File: config.mk
export PLATFORM = sky130hd
export DESIGN_NAME = pll_rst_seq
export DESIGN_NICKNAME = d
export VERILOG_FILES = /design/src/rtl/pll_rst_seq.sv
export SDC_FILE = /design/constraint.sdc
export NUM_CORES = 1
export LEC_CHECK = 0
export BUFFER_PORTS_ARGS = -buffer_cell sky130_fd_sc_hd__buf_2
export CAP_MARGIN = 20
export CORE_MARGIN = 4
export CORE_UTILIZATION = 60
export CTS_CLUSTER_SIZE = 10
export DETAILED_ROUTE_END_ITERATION = 16
export GPL_ROUTABILITY_DRIVEN = 0
export MAX_ROUTING_LAYER = met4
export PLACE_DENSITY = 0.85
export SLEW_MARGIN = 20
export SYNTH_ARGS = -nofsm -noshare
export SYNTH_HDL_FRONTEND = slang
export SYNTH_SLANG_ARGS = --single-unit
File: constraint.sdc
create_clock -name sys_clk -period 2.3 [get_ports sys_clk]
set_input_delay 0.115 -clock sys_clk [delete_from_list [all_inputs] [get_ports sys_clk]]
set_output_delay 0.115 -clock sys_clk [all_outputs]
set_load 0.02 [all_outputs]
File: src/rtl/pll_rst_seq.sv
// Reset sequencer between the PLL and the Qsys system: qualifies PLL lock,
// releases a registered active-low reset, and holds it after lock loss.
module pll_rst_seq #(
    parameter int LOCK_STABLE_CYCLES = 1000,
    parameter int RST_HOLD_CYCLES    = 16,
    parameter int LOSS_CNT_W         = 8
) (
    input  logic                  sys_clk,
    input  logic                  sys_rst_n,
    input  logic                  pll_locked,
    output logic                  rst_n,
    output logic                  rst_done,
    output logic [LOSS_CNT_W-1:0] lock_loss_cnt,
    output logic [1:0]            seq_state
);

    typedef enum logic [1:0] {
        S_WAIT_LOCK = 2'd0,
        S_STABLE    = 2'd1,
        S_RUN       = 2'd2,
        S_HOLD      = 2'd3
    } state_t;

    localparam logic [15:0] STABLE_LAST = 16'(LOCK_STABLE_CYCLES - 1);
    localparam logic [15:0] HOLD_LAST   = 16'(RST_HOLD_CYCLES - 1);

    logic [1:0]  sync_pipe;
    logic        locked_s;
    state_t      state;
    logic [15:0] scnt;
    logic [15:0] hcnt;

    // pll_locked is asynchronous to sys_clk; only the second flop is used.
    always_ff @(posedge sys_clk or negedge sys_rst_n) begin
        if (!sys_rst_n) sync_pipe <= 2'b00;
        else            sync_pipe <= {sync_pipe[0], pll_locked};
    end

    assign locked_s  = sync_pipe[1];
    assign seq_state = state;

    // rst_n is written alongside every state update so it always equals
    // (next_state == S_RUN) without a combinational path to the output.
    always_ff @(posedge sys_clk or negedge sys_rst_n) begin
        if (!sys_rst_n) begin
            state         <= S_WAIT_LOCK;
            scnt          <= 16'd0;
            hcnt          <= 16'd0;
            rst_n         <= 1'b0;
            rst_done      <= 1'b0;
            lock_loss_cnt <= '0;
        end else begin
            rst_n    <= 1'b0;
            rst_done <= 1'b0;
            case (state)
                S_WAIT_LOCK: begin
                    if (locked_s) begin
                        state <= S_STABLE;
                        scnt  <= 16'd0;
                    end
                end
                S_STABLE: begin
                    if (!locked_s) begin
                        state <= S_WAIT_LOCK;
                    end else if (scnt == STABLE_LAST) begin
                        state    <= S_RUN;
                        rst_n    <= 1'b1;
                        rst_done <= 1'b1;
                    end else begin
                        scnt <= scnt + 16'd1;
                    end
                end
                S_RUN: begin
                    if (!locked_s) begin
                        state <= S_HOLD;
                        hcnt  <= 16'd0;
                        if (!(&lock_loss_cnt))
                            lock_loss_cnt <= lock_loss_cnt + LOSS_CNT_W'(1);
                    end else begin
                        rst_n <= 1'b1;
                    end
                end
                S_HOLD: begin
                    // Lock is deliberately ignored until the hold time expires.
                    if (hcnt == HOLD_LAST) state <= S_WAIT_LOCK;
                    else                   hcnt  <= hcnt + 16'd1;
                end
                default: state <= S_WAIT_LOCK;
            endcase
        end
    end

endmodule
* Word-level counts from Yosys, hierarchy flattened
Cells that the tools add are included.
Widths: inputs -> output; s select.
** Storage, ports and cells
- Register bits after elaboration :: 46
- Latch bits :: 0
- Bits in writable memories :: 0
- Bits in read-only memories :: 0
- Output and inout port bits :: 12
- Memories :: 0
** Operators by class
- $add $sub $neg :: 3
- $mul :: 0
- Div/mod/pow operators :: 0
- Magnitude comparators :: 0
- Eq/ne operators :: 12
- Shifts and indexed selects :: 0
- Muxes and demuxes :: 18
- Bitwise gates (word level) :: 2
- Reduce and logical (&&, ||, !) cells :: 8
** Operators by type and width (number)
- $mux 16 :: 5
- $pmux 16 s2 :: 2
- $add 16x1->16 const B :: 2
- $eq 16x10->1 const B :: 1
- $eq 16x4->1 const B :: 1
- $ne 2x2->1 const B :: 6
- $mux 2 :: 5
- $add 8x1->8 const B :: 1
- $pmux 2 s4 :: 1
- $reduce_and 4->1 :: 2
- $reduce_and 8->1 :: 1
- $reduce_and 3->1 :: 2
- $eq 2x2->1 const B :: 2
- $mux 1 :: 4
- $reduce_bool 2->1 :: 2
- $ne 3x3->1 const B :: 1
- $eq 2x1->1 const B :: 1
- $logic_not 2->1 :: 1
- $not 1->1 :: 2
- $pmux 1 s2 :: 1

* Depth between registers and ports, before layout
- Depth after elaboration :: 4
- Depth in mapped cells :: 8

* Worst setup path before layout
Ideal clock, no wire load.
- Kind :: reg2reg
- Start :: reg state[0], in the netlist seq_state[0]
- End :: reg lock_loss_cnt[7]
- Library setup time :: 0.129 ns
- Data arrival time :: 1.730 ns
- Slack :: 0.440 ns
- Cell stages (with the launch flop) :: 8
- Path buffers :: 1
- Cells stage by stage :: dfrtp_1 > inv_1 > ha_1 > buf_2 > nor2b_1 > o21ai_1 > or3_1 > xnor2_1
** Between the ends
- Longest elaborated chain between the ends :: 2
** Ends and longest elaborated chain
- start: declaration :: RTL line 29 : state_t state;
- start signal: assignment :: RTL line 46 : state <= S_WAIT_LOCK;
- start signal: assignment :: RTL line 58 : state <= S_STABLE;
- start signal: assignment :: RTL line 64 : state <= S_WAIT_LOCK;
- $eq 2x2->1 :: RTL line 55 : case (state)
- $reduce_and 3->1 (no line)
- end signal: assignment :: RTL line 78 : lock_loss_cnt <= lock_loss_cnt + LOSS_CNT_W'(1);
- end: declaration :: RTL line 13 : output logic [LOSS_CNT_W-1:0] lock_loss_cnt,
No other way between the ends.
A chain may end at the register's enable or synchronous reset.

* Worst setup path after layout
Same ends and word-level chain as after synthesis.

==> flow_summary.ini <==
[outcome]
status = completed

[setup_path]
cpLargestDelayFamily = simple AND/OR/NAND/NOR gates
worstPathMaxFanout = 12
endpoint_kind = register
path_class = reg2reg
crit_chain = inv_1 > ha_1 > nor2b_1 > o21ai_1 > or3_1 > xnor2_1
critical_path_required_ns = 2.49
critPathMaxStageDelay_ns = 0.45
cp_data_arrival_time_ns = 2.21
slowest_stage = dfrtp_1
path_buf_inv = 1
crit_path_start_kind = register

[grt]
grtUsageTotal = 0.205
grt.overflow.total = 0
grt_pass1_vias = 1896
antenna_found_initial = 0
grt_max_degree = 32
grt_pass1_wl_um = 8520

[layout]
areaGrowthSynthToFinish_pct = 11.1
final_common_cell = dfrtp_1
fillCellCount = 286
final_cell_mix = dfrtp_1 (46), nor2_1 (32), nand2_1 (25), nand3_1 (21), buf_2 (14)
drive_above_1_share = 0.167
fin_nets = 291
finalNonFillerCells = 332
diodes = 0

[timing]
min_period_ns = 2.02
worstMarginPinSlew_ns = 0.642
finalSetupViolCount = 0
hold_violations = 0
max_freq_mhz = 496
maxSlewHeadroom = 0.570
clock_skew_ns = 0.00711
layout_worst_path_cycle_share = 0.877
setup-tns-final_ns = 0
grt_setup_unrepaired = no
finalMaxSlewViolations = 0

[logic_synthesis]
synthMuxAreaShare = 0.0368
syn-instance-count = 261
synthAdderAreaFrac = 0.0343
synth-seq-cells = 46
syn_avg_cell_area_um2 = 9.78
yosysWarnings = 0
syn-cell-area_um2 = 2550
synth_top_family_by_area = simple AND/OR/NAND/NOR gates
synth.distinct_cells = 48
synthXorXnorAreaFrac = 0.0789
synth_seq_area_share = 0.451
synth_compound_area_frac = 0.0887
yosys.area_share.simple = 0.283
synth_fp_nets = 271

[cts]
cts_root_buffer = clkbuf_8
cts_tree = built
clkTransAtPathRegs_ns = 0.09
clkLatencyLatePin_ns = 0.30
cts_buffers = 5
cts_sinks = 46
htreeDepth = 2
clk_path_buf_depth = 2

[power_and_ir_drop]
p_seq_frac = 0.431
internal-power_mw = 1.66
switchingPower_uw = 881
pwr-share-clk = 0.279
peakVddDrop_mv = 0.547
p_comb_frac = 0.289
power.density_nw_per_um2 = 897
swShare = 0.346
p_leak_nw = 1.32

[route]
dr.first_iter.drc_count = 186
wirelength_um = 4920
drc = 0
avgViaCountPerCell = 5.92
drt_first_pass_iters = 4
wl_per_cell_um = 14.8
vias = 1967
ant_nets = 0

[min_path]
hold_class = in2async

[floorplan]
die_y_um = 73.2
core_um2 = 4060
initial_core_util = 0.629
fp.dieW_um = 73.2
rows = 23
die_area_um2 = 5360
ios = 15

[flow_run]
cap_viol_max_count = 0

[place]
dp_hpwl_um = 3400
dp_cells = 322
io_buffers = 14
power by group through the flow:
stage          Sequential (mW)  Combinational [mW]  Clock [mW]
2_1_floorplan             1.11               0.512           0
3_3_place_gp              1.09               0.698           0
3_5_place_dp              1.10               0.726           0
4_1_cts                   1.09               0.738       0.723
5_1_grt                   1.12               0.822       0.769
6_report                  1.10               0.736       0.710
synth_stat cells, drive strengths merged:
cell type,count,area (um^2)
nand4bb,1,11.3
buf,5,32.5
nand3,21,105
nor4b,1,15.0
mux2i,6,60.1
o211ai,1,7.51
clkbuf,3,11.3
and4b,1,10.0
o31ai,2,15.0
nand4b,1,15.0
nor3,9,50.1
and4bb,1,12.5
or3,2,12.5
dfrtp,46,1150
inv,7,26.3
o2111ai,1,8.76
a31o,1,8.76
xor2,10,87.6
nor2,32,120
and2,2,15.0
a31oi,1,6.26
and3,4,25.0
nand2,25,93.8
nand4,12,87.6
or2,1,6.26
ha,7,87.6
nand2b,1,6.26
nor4,4,67.6
a21oi,8,40.0
o21ai,12,67.6
o21a,1,7.51
and4,4,37.5
xnor2,13,114
a41o,1,10.0
nor2b,5,31.3
mux2,3,33.8
a22o,5,43.8
o221a,1,11.3
layout make-up:
| cell class | instances | area (um^2) | area share |
|---|---|---|---|
| multi-input combinational | 200 | 1330 | 0.469 |
| inverter | 7 | 26.3 | 0.00926 |
| timing repair buffer | 21 | 128 | 0.0450 |
| sequential | 46 | 1150 | 0.406 |
| clock buffer | 5 | 68.8 | 0.0243 |
| tap | 50 | 62.6 | 0.0221 |
| clock inverter | 3 | 68.8 | 0.0243 |
flip-flops by register name, summed over array words and instances, names as in the netlist, named ones only:
name / cells
rst_done: 1
rst_n: 1
scnt: 16
sync_pipe: 2
hcnt: 16
seq_state: 1
lock_loss_cnt: 8
worst register-to-register path, delay by kind of cell (launching register included):
| family | cells | cell delay (ns) |
|---|---|---|
| compound gates | 1 | 0.20 |
| simple gates | 2 | 0.64 |
| xor+xnor | 1 | 0.13 |
| flops | 1 | 0.45 |
| buf+inv | 1 | 0.11 |
| fa+ha+maj | 1 | 0.39 |
timing repair:
item,CTS,global route
gates resized for setup,0,0
buffers inserted,0,0
hold endpoints to repair,16,0
hold buffers,2,0
layer usage:
layer | global-route usage | routed length (um) | up-vias
li1 | - | - | 969
met1 | 0.284 | 2360 | 921
met2 | 0.307 | 2190 | 71
met3 | 0.0399 | 309 | 6
met4 | 0.0615 | 57 | 0
met5 | - | 0 | -
cell families (layout without fill, tap and decap cells):
logic type | Yosys count | in the layout
xor gates and xnor gates | 23 | 23
adders and majority gates | 7 | 7
AOI/OAI and AO/OA | 34 | 34
buffers and inverters | 15 | 36
DFF | 46 | 46
muxes | 9 | 9
and+or+nand+nor | 127 | 127
final timing paths:
check,startpoint,to,slack (ns),cells past startpoint
setup / recovery,seq_state[0],lock_loss_cnt[7],0.28,6
hold / removal,sys_rst_n,hcnt[7],0.25,2
setup reg to reg,seq_state[0],lock_loss_cnt[7],0.28,6
hold reg to reg,sync_pipe[0],sync_pipe[1],0.35,0
max in group asynchronous,sys_rst_n,scnt[9],1.34,3
min in group sys_clk,sync_pipe[0],sync_pipe[1],0.35,0
stage by stage:
step                hold WS (ns)   util  instance area [um^2]  power [mW]  setup slack, ns
floorplan                 -0.181      -                  2550        1.62            0.440
global placement          0.0315  0.660                  2680        1.79            0.381
detailed placement        0.0412  0.660                  2680        1.83            0.312
finish                     0.249  0.699                  2840        2.54            0.282
global route               0.272  0.699                  2840        2.71            0.147
CTS                        0.255  0.699                  2840        2.55            0.294
No activity file was read; power rests on OpenSTA's default activity.
